`src/rtl/debounce_event_array.sv`:
```
// Per-channel push-button conditioner: synchroniser, tick-paced debouncer,
// and a hold FSM producing press / release / long-press / auto-repeat pulses.
// All channels share one sample-tick prescaler; everything else is per channel.
module debounce_event_array #(
  parameter int BITS         = 16,
  parameter int SYNC_STAGES  = 2,
  parameter int TICK_DIV     = 1000,
  parameter int WAIT_COUNT   = 3,
  parameter int LONG_TICKS   = 500,
  parameter int REPEAT_TICKS = 100
) (
  input  logic            CLOCK,
  input  logic            CPU_RESETN,
  input  logic [BITS-1:0] BTN_IN,
  output logic [BITS-1:0] BTN_OUT,
  output logic [BITS-1:0] BTN_PRESS,
  output logic [BITS-1:0] BTN_RELEASE,
  output logic [BITS-1:0] BTN_LONG,
  output logic [BITS-1:0] BTN_REPEAT
);

  typedef enum logic [1:0] {
    ST_IDLE,
    ST_HELD,
    ST_LONG
  } hold_state_e;

  // Counter widths; a zero limit still gets a 1-bit counter that never moves.
  localparam int DB_W   = $clog2(WAIT_COUNT + 1);
  localparam int HOLD_W = (LONG_TICKS   > 0) ? $clog2(LONG_TICKS + 1)   : 1;
  localparam int REP_W  = (REPEAT_TICKS > 0) ? $clog2(REPEAT_TICKS + 1) : 1;

  // Terminal counts: a counter equal to its LAST value means "this tick completes it".
  localparam logic [DB_W-1:0]   DB_LAST   = DB_W'(WAIT_COUNT - 1);
  localparam logic [HOLD_W-1:0] HOLD_LAST = HOLD_W'((LONG_TICKS   > 0) ? LONG_TICKS   - 1 : 0);
  localparam logic [REP_W-1:0]  REP_LAST  = REP_W'((REPEAT_TICKS > 0) ? REPEAT_TICKS - 1 : 0);

  logic tick;

  // ---------------------------------------------------------------------
  // Shared sample-tick prescaler
  // ---------------------------------------------------------------------
  if (TICK_DIV > 1) begin : g_div
    localparam int DIV_W = $clog2(TICK_DIV + 1);
    localparam logic [DIV_W-1:0] DIV_LAST = DIV_W'(TICK_DIV - 1);

    logic [DIV_W-1:0] div_cnt;

    assign tick = (div_cnt == DIV_LAST);

    // Free-running 0..TICK_DIV-1 counter; explicit wrap keeps it in range.
    always_ff @(posedge CLOCK or negedge CPU_RESETN) begin
      if (!CPU_RESETN) begin
        div_cnt <= '0;
      end else if (tick) begin
        div_cnt <= '0;
      end else begin
        div_cnt <= div_cnt + 1'b1;
      end
    end
  end else begin : g_nodiv
    assign tick = 1'b1;
  end

  // ---------------------------------------------------------------------
  // Per-channel pipeline
  // ---------------------------------------------------------------------
  for (genvar i = 0; i < BITS; i++) begin : g_ch
    logic [SYNC_STAGES-1:0] sync_q;
    logic                   s;

    logic [DB_W-1:0]        db_cnt_q;
    logic [DB_W-1:0]        db_cnt_d;
    logic                   level_q;
    logic                   level_d;
    logic                   rise;
    logic                   fall;

    hold_state_e            state_q;
    hold_state_e            state_d;
    logic [HOLD_W-1:0]      hold_q;
    logic [HOLD_W-1:0]      hold_d;
    logic [REP_W-1:0]       rep_q;
    logic [REP_W-1:0]       rep_d;
    logic                   long_d;
    logic                   repeat_d;

    logic                   press_q;
    logic                   release_q;
    logic                   long_q;
    logic                   repeat_q;

    // Metastability synchroniser; the debouncer only ever sees its last stage.
    always_ff @(posedge CLOCK or negedge CPU_RESETN) begin
      if (!CPU_RESETN) begin
        sync_q <= '0;
      end else begin
        sync_q <= {sync_q[SYNC_STAGES-2:0], BTN_IN[i]};
      end
    end

    assign s = sync_q[SYNC_STAGES-1];

    // Debounce: count consecutive disagreeing ticks, any agreeing tick restarts.
    always_comb begin
      db_cnt_d = db_cnt_q;
      level_d  = level_q;
      if (tick) begin
        if (s != level_q) begin
          if (db_cnt_q == DB_LAST) begin
            level_d  = s;
            db_cnt_d = '0;
          end else begin
            db_cnt_d = db_cnt_q + 1'b1;
          end
        end else begin
          db_cnt_d = '0;
        end
      end
    end

    // The level flips on this edge; event registers load in the same edge so
    // each pulse coincides with the first cycle of the new level.
    assign rise = level_d & ~level_q;
    assign fall = ~level_d & level_q;

    // Debounced level and its counter.
    always_ff @(posedge CLOCK or negedge CPU_RESETN) begin
      if (!CPU_RESETN) begin
        db_cnt_q <= '0;
        level_q  <= 1'b0;
      end else begin
        db_cnt_q <= db_cnt_d;
        level_q  <= level_d;
      end
    end

    // Hold FSM next-state and pulse decode; a falling level overrides all.
    always_comb begin
      state_d  = state_q;
      hold_d   = hold_q;
      rep_d    = rep_q;
      long_d   = 1'b0;
      repeat_d = 1'b0;
      if (fall) begin
        state_d = ST_IDLE;
        hold_d  = '0;
        rep_d   = '0;
      end else begin
        case (state_q)
          ST_IDLE: begin
            if (rise) begin
              state_d = ST_HELD;
              hold_d  = '0;
            end
          end
          ST_HELD: begin
            if ((LONG_TICKS > 0) && tick) begin
              if (hold_q == HOLD_LAST) begin
                state_d = ST_LONG;
                long_d  = 1'b1;
                hold_d  = '0;
                rep_d   = '0;
              end else begin
                hold_d = hold_q + 1'b1;
              end
            end
          end
          ST_LONG: begin
            if ((REPEAT_TICKS > 0) && tick) begin
              if (rep_q == REP_LAST) begin
                repeat_d = 1'b1;
                rep_d    = '0;
              end else begin
                rep_d = rep_q + 1'b1;
              end
            end
          end
          default: begin
            state_d = ST_IDLE;
            hold_d  = '0;
            rep_d   = '0;
          end
        endcase
      end
    end

    // Hold FSM state and counters.
    always_ff @(posedge CLOCK or negedge CPU_RESETN) begin
      if (!CPU_RESETN) begin
        state_q <= ST_IDLE;
        hold_q  <= '0;
        rep_q   <= '0;
      end else begin
        state_q <= state_d;
        hold_q  <= hold_d;
        rep_q   <= rep_d;
      end
    end

    // Registered single-cycle event pulses.
    always_ff @(posedge CLOCK or negedge CPU_RESETN) begin
      if (!CPU_RESETN) begin
        press_q   <= 1'b0;
        release_q <= 1'b0;
        long_q    <= 1'b0;
        repeat_q  <= 1'b0;
      end else begin
        press_q   <= rise;
        release_q <= fall;
        long_q    <= long_d;
        repeat_q  <= repeat_d;
      end
    end

    assign BTN_OUT[i]     = level_q;
    assign BTN_PRESS[i]   = press_q;
    assign BTN_RELEASE[i] = release_q;
    assign BTN_LONG[i]    = long_q;
    assign BTN_REPEAT[i]  = repeat_q;
  end

endmodule

```
`config.mk`:
```
export PLATFORM = sky130hd
export DESIGN_NAME = debounce_event_array
export DESIGN_NICKNAME = d
export VERILOG_FILES = /design/src/rtl/debounce_event_array.sv
export SDC_FILE = /design/constraint.sdc
export NUM_CORES = 1
export LEC_CHECK = 0
export ABC_AREA = 0
export CAP_MARGIN = 20
export CORE_ASPECT_RATIO = 1.75
export CORE_MARGIN = 3
export CORE_UTILIZATION = 55
export DETAILED_ROUTE_END_ITERATION = 16
export PLACE_DENSITY = 0.73
export SLEW_MARGIN = 20
export SYNTH_ARGS = -nofsm -noshare
export SYNTH_HDL_FRONTEND = slang
export SYNTH_SLANG_ARGS = --single-unit
```
`constraint.sdc`:
```
create_clock -name CLOCK -period 11.05 [get_ports CLOCK]
set_input_delay 2.21 -clock CLOCK [delete_from_list [all_inputs] [get_ports CLOCK]]
set_output_delay 2.21 -clock CLOCK [all_outputs]
set_load 0.1 [all_outputs]
```
# Word-level counts from Yosys, hierarchy flattened
# Index checks and enable logic that the tools add are counted.
dict set report word_totals {
  input_bits 18
  output_inout_bits 80
  word_cells 996
  ff_bits 442
}
dict set report op_classes {
  bitwise_logic 64
  reduce_logical 64
  muxes 465
  n_addsub 49
  eq_ne 193
}
# op count
set op_table {}
lappend op_table {{9-bit two-way mux} 64}
lappend op_table {{7-bit two-way mux} 80}
lappend op_table {{9-bit one-hot mux with 3 select lines} 16}
lappend op_table {{7-bit one-hot mux with 3 select lines} 16}
lappend op_table {{2-bit two-way mux} 96}
lappend op_table {{3-bit != test (second input constant)} 64}
lappend op_table {{1-bit two-way mux} 176}
lappend op_table {{9-bit by 1-bit adder with 9-bit output (second input constant)} 16}
lappend op_table {{9-bit == test (second input constant)} 16}
lappend op_table {{4-bit AND reduction} 32}
lappend op_table {{7-bit by 1-bit adder with 7-bit output (second input constant)} 16}
lappend op_table {{7-bit == test (second input constant)} 16}
lappend op_table {{2-bit one-hot mux with 3 select lines} 16}
lappend op_table {{2-bit == test (second input constant)} 32}
lappend op_table {{2-bit != test (second input constant)} 32}
lappend op_table {{3-bit AND reduction} 16}
lappend op_table {{2-bit by 1-bit adder with 2-bit output (second input constant)} 16}
lappend op_table {{1-bit AND} 32}
lappend op_table {{2-bit by 1-bit == test with 1-bit output (second input constant)} 16}
lappend op_table {{2-bit zero test} 16}
lappend op_table {{1-bit inverter} 32}
lappend op_table {{1-bit != test} 16}
lappend op_table {{10-bit by 1-bit adder with 10-bit output (second input constant)} 1}
lappend op_table {{10-bit == test (second input constant)} 1}
lappend op_table {{10-bit two-way mux} 1}

# Longest topological paths before layout
# Gate-level depths: netlist of run 1.
dict set report depth {
  depth_word 8
  ltp_mapped 16
  mapped_depth_nobuf 12
}

# Least setup slack after synthesis of run 1
# OpenSTA, ideal clock, no wires.
dict set report synth_timing {
  path_kind {register to register}
  from {register g_div.div_cnt[0]}
  to {register g_ch[4].hold_q[7]}
  period_less_slack_ps 3487
  t_arrival_ps 3354
  setup_slack_ps 7563
  setup_time_ps 133
  path_stages_with_launch 16
  n_path_buf 3
  t_required_ps 10917
  path_cell_list {dfrtp_1 ha_1 nand4b_2 or3_1 buf_2 clkbuf_1 nor3b_1 mux2i_1 inv_1 ha_1 inv_1 mux2_2 o22ai_1 or2_0 clkbuf_1 o21ai_0}
}
dict set report synth_via {
  elab_chain_cells 6
  word_cells_on_any_way 10
  classes_between {eq/ne (4); mux (2); bitwise (3); reduce/logical (1)}
}
# item line_no
set synth_lines {}
lappend synth_lines {{from (decl)} 47} ;# logic [DIV_W-1:0] div_cnt;
lappend synth_lines {{from (signal assigned)} 58} ;# div_cnt <= div_cnt + 1'b1;
lappend synth_lines {{10-bit == test (*)} 49} ;# assign tick = (div_cnt == DIV_LAST);
lappend synth_lines {{1-bit two-way mux (*)} 108} ;# if (tick) begin
lappend synth_lines {{named net g_ch[4].level_d} 75} ;# logic level_d;
lappend synth_lines {{1-bit inverter} 125} ;# assign fall = ~level_d & level_q;
lappend synth_lines {{1-bit AND} 125}
lappend synth_lines {{3-bit != test (no source line) / 2-bit != test (equally long branches)} -}
lappend synth_lines {{3-bit AND reduction (no source line)} -}
lappend synth_lines {{to (signal assigned)} 196} ;# hold_q <= hold_d;
lappend synth_lines {{to (decl)} 81} ;# logic [HOLD_W-1:0] hold_q;
# The timed path passes the listed nets; every way through them passes the cells marked *.
# A chain may end at the register's enable or synchronous reset.

# Worst setup path in the final report of run 1
dict set report layout_timing {
  from {register g_ch[0].level_q}
  to {output BTN_OUT[0]}
}
# item line_no
set layout_lines {}
lappend layout_lines {{from (decl)} 74} ;# logic level_q;
lappend layout_lines {{from (signal assigned)} 134} ;# level_q <= level_d;
lappend layout_lines {{to (decl)} 15} ;# output logic [BITS-1:0] BTN_OUT,
# No word-level cell between the ends.

==> impl_metrics.py, run 1 <==
metrics = {
    "drt": {
        "drtIter0Drc": 1221,
        "drt-vias-per-instance": 5.97,
        "ant_nets": 0,
        "routed-wl-met3_mm": 1.44,
        "highest_layer": "met4",
        "vias": 17300,
        "routedWlPerCell_um": 15.7,
        "met2_length_mm": 24.3,
        "drt-total-wl_mm": 45.4,
        "wl_met1_mm": 18.6,
        "drc": 0,
        "drt-pass1-iter-count": 5,
    },
    "final_layout": {
        "n_fill_cell": 3315,
        "layout.nets": 2419,
        "drive_above_1_share_pct": 5.75,
        "final_common_cell": "dfrtp_1",
        "areaGrowthSynthToFinish_pct": 11.0,
        "mostFrequentLayoutCells": "442 x dfrtp_1, 266 x o21ai_0, 175 x nor2_1",
        "fin_area_um2": 24900,
        "antennaDiodeCount": 0,
    },
    "grt": {
        "grt_pass1_wl_mm": 77.8,
        "antenna_found_initial": 0,
        "grt_max_degree": 184,
        "grt_use_total_pct": 20.9,
        "grt_pass1_vias": 17100,
        "overflow": 0,
    },
    "clocking": {
        "worst_skew_pair.late_latency_ns": 0.55,
        "path_clk_slew_ns": 0.06,
        "cts_resized": 0,
        "cts-htree-levels": 2,
        "cts_buffers": 43,
        "postCtsSetupBuffers": 0,
        "cts_root_buf": "clkbuf_16",
        "clockBufferDepth": 3,
        "hold_buffers": 0,
        "cts_sinks": 442,
        "cts_tree": "built",
    },
    "synth": {
        "synth-async-reset-ratio_pct": 100,
        "yosys.area_share.xor_xnor_pct": 0.938,
        "yosys-top-cells-area": "dfrtp_1 49%, o21ai_0 5.9%, ha_1 4.5%, o31ai_1 3.2%, nand3_1 3.0%",
        "synth_adder_area_share_pct": 4.52,
        "yosys.area_share.simple_pct": 20.3,
        "synthMuxAreaShare_pct": 2.00,
        "synth_edf_count": 0,
        "synth-seq-cells": 442,
        "synthesis.nets": 2409,
        "synth_compound_area_share_pct": 17.3,
        "syn_area_um2": 22400,
        "synth_top_family_by_area": "simple AND/OR/NAND/NOR gates",
        "yosys_most_used_dff": "dfrtp_1",
        "yosysWarnings": 0,
        "yosys.cell_types.count": 75,
        "syn_inst": 2310,
        "synth-seq-area-share_pct": 49.4,
        "synth_top_area_share_pct": 49.4,
        "yosys.area.top_type": "dfrtp_1",
        "syn_area_per_cell_um2": 9.70,
    },
    "worst_setup_path": {
        "cp-end-kind": "output port",
        "cpPeakStageDelay_ns": 1.23,
        "crit_fanout": 7,
        "crit_required_ns": 8.84,
        "crit_family": "buffers and inverters",
        "start_kind": "flip-flop",
        "cp_slowest_cell": "clkdlybuf4s50_1",
        "cp_num_buf_inv": 1,
        "path_cells": "clkdlybuf4s50_1",
        "path_class": "reg2out",
        "cp.arrival_ns": 2.25,
    },
    "timing": {
        "relSlewSlack_pct": 26.9,
        "hold_viol": 0,
        "holdWs_ns": 0.345,
        "rsz0062_at_grt": "no",
        "fin_tns_setup_ns": 0,
        "fin_worst_skew_ns": 0.0134,
        "slew_violations": 0,
        "fin_ws_ns": 6.59,
        "fmax_ghz": 0.224,
        "final.period_utilization_pct": 40.4,
        "tightest_slew_ns": 1.09,
        "period_minus_slack_ns": 4.46,
        "setup_violations": 0,
    },
    "placement": {
        "gp_congestion": 0.826,
        "placement.cell_area_um2": 23300,
        "dpl.hpwl_mm": 30.6,
        "portBuffers": 97,
        "dp_slack_ns": 6.69,
    },
    "die": {
        "die_x_um": 159,
        "io_pins": 98,
        "core_area_um2": 40200,
        "die_height_um": 273,
        "row_count": 97,
        "initial_core_util_pct": 55.8,
        "dieArea_um2": 43300,
    },
    "power": {
        "ir_drop_v": 0.0000970,
        "power_leakage_uw": 0.0110,
        "power_uw": 3290,
        "p_per_area_nw_per_um2": 132,
    },
    "worst_hold_path": {
        "min-delay-path-class": "reg2reg",
    },
    "job": {
        "drv_cap": 0,
    },
    "status": {
        "outcome": "complete, no violations",
    },
}
==> where the power goes <==
group	internal, uW	switching, uW
combinational	8.99	32.3
sequential	1620	3.30
clock	1000	617
==> final cells by class <==
class / instances / area [um^2] / area share [%]
clock buffer: 63 / 1300 / 5.24
clock inverter: 11 / 255 / 1.03
inverter: 97 / 364 / 1.46
multi-input combinational: 1631 / 10100 / 40.8
sequential: 442 / 11100 / 44.5
tap: 544 / 681 / 2.74
timing repair buffer: 105 / 1060 / 4.27
==> cells by family after synthesis <==
group / count (synthesis)
muxes: 43
AOI/OAI and AO/OA: 616
buffers and inverters: 237
xor gates and xnor gates: 24
and+or+nand+nor: 867
DFF: 442
adders and majority gates: 81
==> flip-flops by register name, summed over array words and instances (netlist names), 16 cells and up <==
signal and flops:
g_ch.release_q 16, g_ch.hold_q 144, g_ch.press_q 16, g_ch.state_q 32, g_ch.sync_q 32, g_ch.repeat_q 16, g_ch.rep_q 112, g_ch.long_q 16
g_ch.db_cnt_q 32, g_ch.level_q 16
==> stage by stage <==
stage / utilization (%) / instances
finish: 61.9 / 2893
global route: 61.9 / 2893
CTS: 61.8 / 2892
detailed placement: 57.9 / 2818
global placement: 57.9 / 2818
floorplan: - / 2310
==> worst paths after layout <==
check / from / end / depth (start not counted) / slack, ns
max reg2reg: g_div.div_cnt[0] / g_ch[1].hold_q[6] / 13 / 6.68
min: g_ch[5].sync_q[0] / g_ch[5].sync_q[1] / 0 / 0.34
max: g_ch[0].level_q / BTN_OUT[0] / 1 / 6.59
min reg2reg: g_ch[5].sync_q[0] / g_ch[5].sync_q[1] / 0 / 0.34
max in group asynchronous: CPU_RESETN / g_ch[4].long_q / 2 / 7.83
min in group asynchronous: CPU_RESETN / g_ch[10].rep_q[2] / 1 / 1.70
==> Yosys cell counts (30+ instances only) <==
master / n
a21oi_1: 56
a31oi_1: 53
and3_1: 89
buf_4: 84
clkbuf_1: 35
dfrtp_1: 442
ha_1: 81
inv_1: 97
nand2_1: 170
nand2b_1: 39
nand3_1: 134
nand4_1: 30
nor2_1: 175
nor3_1: 42
o21ai_0: 266
o31ai_1: 94
==> metal layers <==
layer,up-vias,global-route usage (%)
met5,-,0
met4,0,5.89
met3,71,2.69
met2,286,39.1
met1,8526,24.8
li1,8380,-
Power figures use the tool's default switching activity.
==> run 2: changes to the inputs <==
--- a/config.mk
+++ b/config.mk
@@ -11,7 +11,7 @@
 export CORE_MARGIN = 3
 export CORE_UTILIZATION = 55
 export DETAILED_ROUTE_END_ITERATION = 16
-export PLACE_DENSITY = 0.73
+export PLACE_DENSITY = 0.76
 export SLEW_MARGIN = 20
 export SYNTH_ARGS = -nofsm -noshare
 export SYNTH_HDL_FRONTEND = slang
==> constraint.sdc (replaced) <==
create_clock -name CLOCK -period 3.7 [get_ports CLOCK]
set_input_delay 0.74 -clock CLOCK [delete_from_list [all_inputs] [get_ports CLOCK]]
set_output_delay 0.74 -clock CLOCK [all_outputs]
set_load 0.1 [all_outputs]
==> run 2 against run 1 <==
  * Critical path depth up 12
  * Setup slack worse by 6.4 ns
  * Power rose to 2.9 times the previous value
  * Sequential power rose to 3.0 times the previous value
  * Critical path type is now reg2reg
  * Highest routed layer unchanged
==> impl_metrics.py, run 2 (synthesis gave the netlist of run 1 again) <==
metrics = {
    "power": {
        "ir_drop_v": 0.000381,
        "power_leakage_uw": 0.0113,
        "p_per_area_nw_per_um2": 379,
    },
    "worst_setup_path": {
        "crit_required_ns": 4.14,
        "start_kind": "flip-flop",
        "cpPeakStageDelay_ns": 0.41,
        "cp-end-kind": "flip-flop",
        "path_class": "reg2reg",
        "crit_fanout": 11,
        "path_cells": "ha_2, nand4b_2, or3_4, buf_12, buf_4, nor2_1, nand2_1, mux2_2, ha_1, nor3b_1, a211o_2, or2_4, o41ai_2",
        "r2r_end": "g_ch[3].hold_q[7]",
        "cp.arrival_ns": 3.92,
        "reg2regPathDepth": 13,
        "r2r_start": "g_div.div_cnt[1]",
        "cp_slowest_cell": "or3_4",
        "rrSetupSlack_ns": 0.21,
        "cp-startpoint": "g_div.div_cnt[1]",
    },
    "clocking": {
        "cts_buffers": 42,
        "cts_root_buf": "clkbuf_16",
        "cts_sinks": 442,
        "cts-htree-levels": 2,
        "path_clk_slew_ns": 0.07,
        "worst_skew_pair.late_latency_ns": 0.55,
        "clockBufferDepth": 3,
        "cts_tree": "built",
    },
    "final_layout": {
        "register_area_um2": 11100,
        "areaGrowthSynthToFinish_pct": 13.6,
        "mostFrequentLayoutCells": "442 x dfrtp_1, 266 x o21ai_0, 174 x nor2_1",
        "multiInputGateArea_um2": 10300,
        "drive_above_1_share_pct": 9.29,
        "regMostFlops": "g_ch.hold_q",
        "reg.largest.list": "g_ch.hold_q (144), g_ch.rep_q (112)",
        "fin_util_pct": 63.3,
        "n_fill_cell": 3213,
        "layout.nets": 2476,
        "fin_area_um2": 25400,
        "final_common_cell": "dfrtp_1",
        "largest_reg_flops": 144,
    },
    "timing": {
        "slew_violations": 0,
        "setup_violations": 0,
        "fmax_ghz": 0.287,
        "tightest_slew_ns": 0.999,
        "final.period_utilization_pct": 94.2,
        "period_minus_slack_ns": 3.49,
        "relSlewSlack_pct": 33.2,
        "fin_worst_skew_ns": 0.0200,
        "fin_ws_ns": 0.215,
        "hold_viol": 0,
        "fin_tns_setup_ns": 0,
    },
    "die": {
        "io_pins": 98,
        "core_area_um2": 40200,
        "initial_core_util_pct": 55.8,
        "row_count": 97,
        "die_height_um": 273,
        "die_x_um": 159,
        "dieArea_um2": 43300,
    },
    "status": {
        "outcome": "complete, no violations",
    },
    "placement": {
        "gp_congestion": 0.867,
        "portBuffers": 97,
        "dp_slack_ns": 0.0247,
        "dpl.hpwl_mm": 32.6,
        "placement.cell_area_um2": 23700,
    },
    "grt": {
        "grt_pass1_vias": 17400,
        "antenna_found_initial": 1,
        "overflow": 0,
        "grt_max_degree": 73,
        "grt_pass1_wl_mm": 80.0,
        "grt_use_total_pct": 21.7,
    },
    "drt": {
        "drt-vias-per-instance": 5.98,
        "drt-total-wl_mm": 47.3,
        "drtIter0Drc": 1114,
        "ant_nets": 0,
        "drc": 0,
        "vias": 17700,
        "drt-pass1-iter-count": 5,
        "routedWlPerCell_um": 16.0,
    },
    "worst_hold_path": {
        "min-delay-path-class": "in2async",
    },
    "job": {
        "drv_cap": 0,
    },
}
run 2: cell types whose count changed in the layout (fill, tap and decap cells not counted), sizes merged:
cell | before | now
clkdlybuf4s50 | 96 | 94
clkinv | 3 | 10
clkinvlp | 0 | 1
clkbuf | 63 | 61
diode | 0 | 1
bufinv | 8 | 6
buf | 9 | 69
run 2: repair_timing:
action,4_1_cts,5_1_grt
pin swaps,0,2
gates resized for setup,1,32
setup endpoints to repair,1,88
setup buffers,0,9
hold buffers,0,0
run 2: critical path, delay by kind of cell, from the launching register on:
| kind | cells | cell delay [ns] |
|---|---|---|
| and+or+nand+nor | 6 | 1.18 |
| AOI/OAI and AO/OA | 2 | 0.69 |
| adders and majority gates | 2 | 0.51 |
| DFF | 1 | 0.37 |
| buffers and inverters | 2 | 0.31 |
| muxes | 1 | 0.29 |
run 2: worst max-delay path by stage:
stage	end	cells after the start
3_3_place_gp	g_ch[13].hold_q[7]	11
4_1_cts	g_ch[2].rep_q[5]	12
2_1_floorplan	g_ch[4].hold_q[7]	15
3_5_place_dp	g_ch[7].hold_q[5]	12
6_report	g_ch[3].hold_q[7]	13
5_1_grt	g_ch[9].hold_q[8]	13
run 2: final cells by class:
cell class | count | share of cell area [%]
clock inverter | 17 | 0.949
tap | 544 | 2.68
sequential | 442 | 43.5
antenna | 1 | 0.00984
multi-input combinational | 1631 | 40.3
timing repair buffer | 163 | 6.16
inverter | 97 | 1.43
clock buffer | 61 | 4.98
run 2: metal layers:
layer | routed length, um | global-route usage [%] | up-vias
met5 | 0 | 0 | -
met4 | 1470 | 7.77 | 0
met3 | 1660 | 2.60 | 104
met2 | 25200 | 40.1 | 364
met1 | 18900 | 25.5 | 8707
li1 | - | - | 8503
run 2: where the power goes:
group / internal (uW) / switching, uW / total [uW]
Clock: 2800 / 1840 / 4640
Combinational: 34.8 / 100 / 135
Sequential: 4850 / 10.5 / 4860
Total: 7690 / 1950 / 9640
run 2: through the flow:
| stage | instances | hold WS, ns | total power, uW |
|---|---|---|---|
| finish | 2956 | 0.118 | 9640 |
| global route | 2955 | 0.148 | 9970 |
| CTS | 2946 | 0.126 | 9780 |
| detailed placement | 2868 | 0.335 | 5090 |
| global placement | 2868 | 0.333 | 5090 |
| floorplan | 2310 | 0.331 | 4960 |
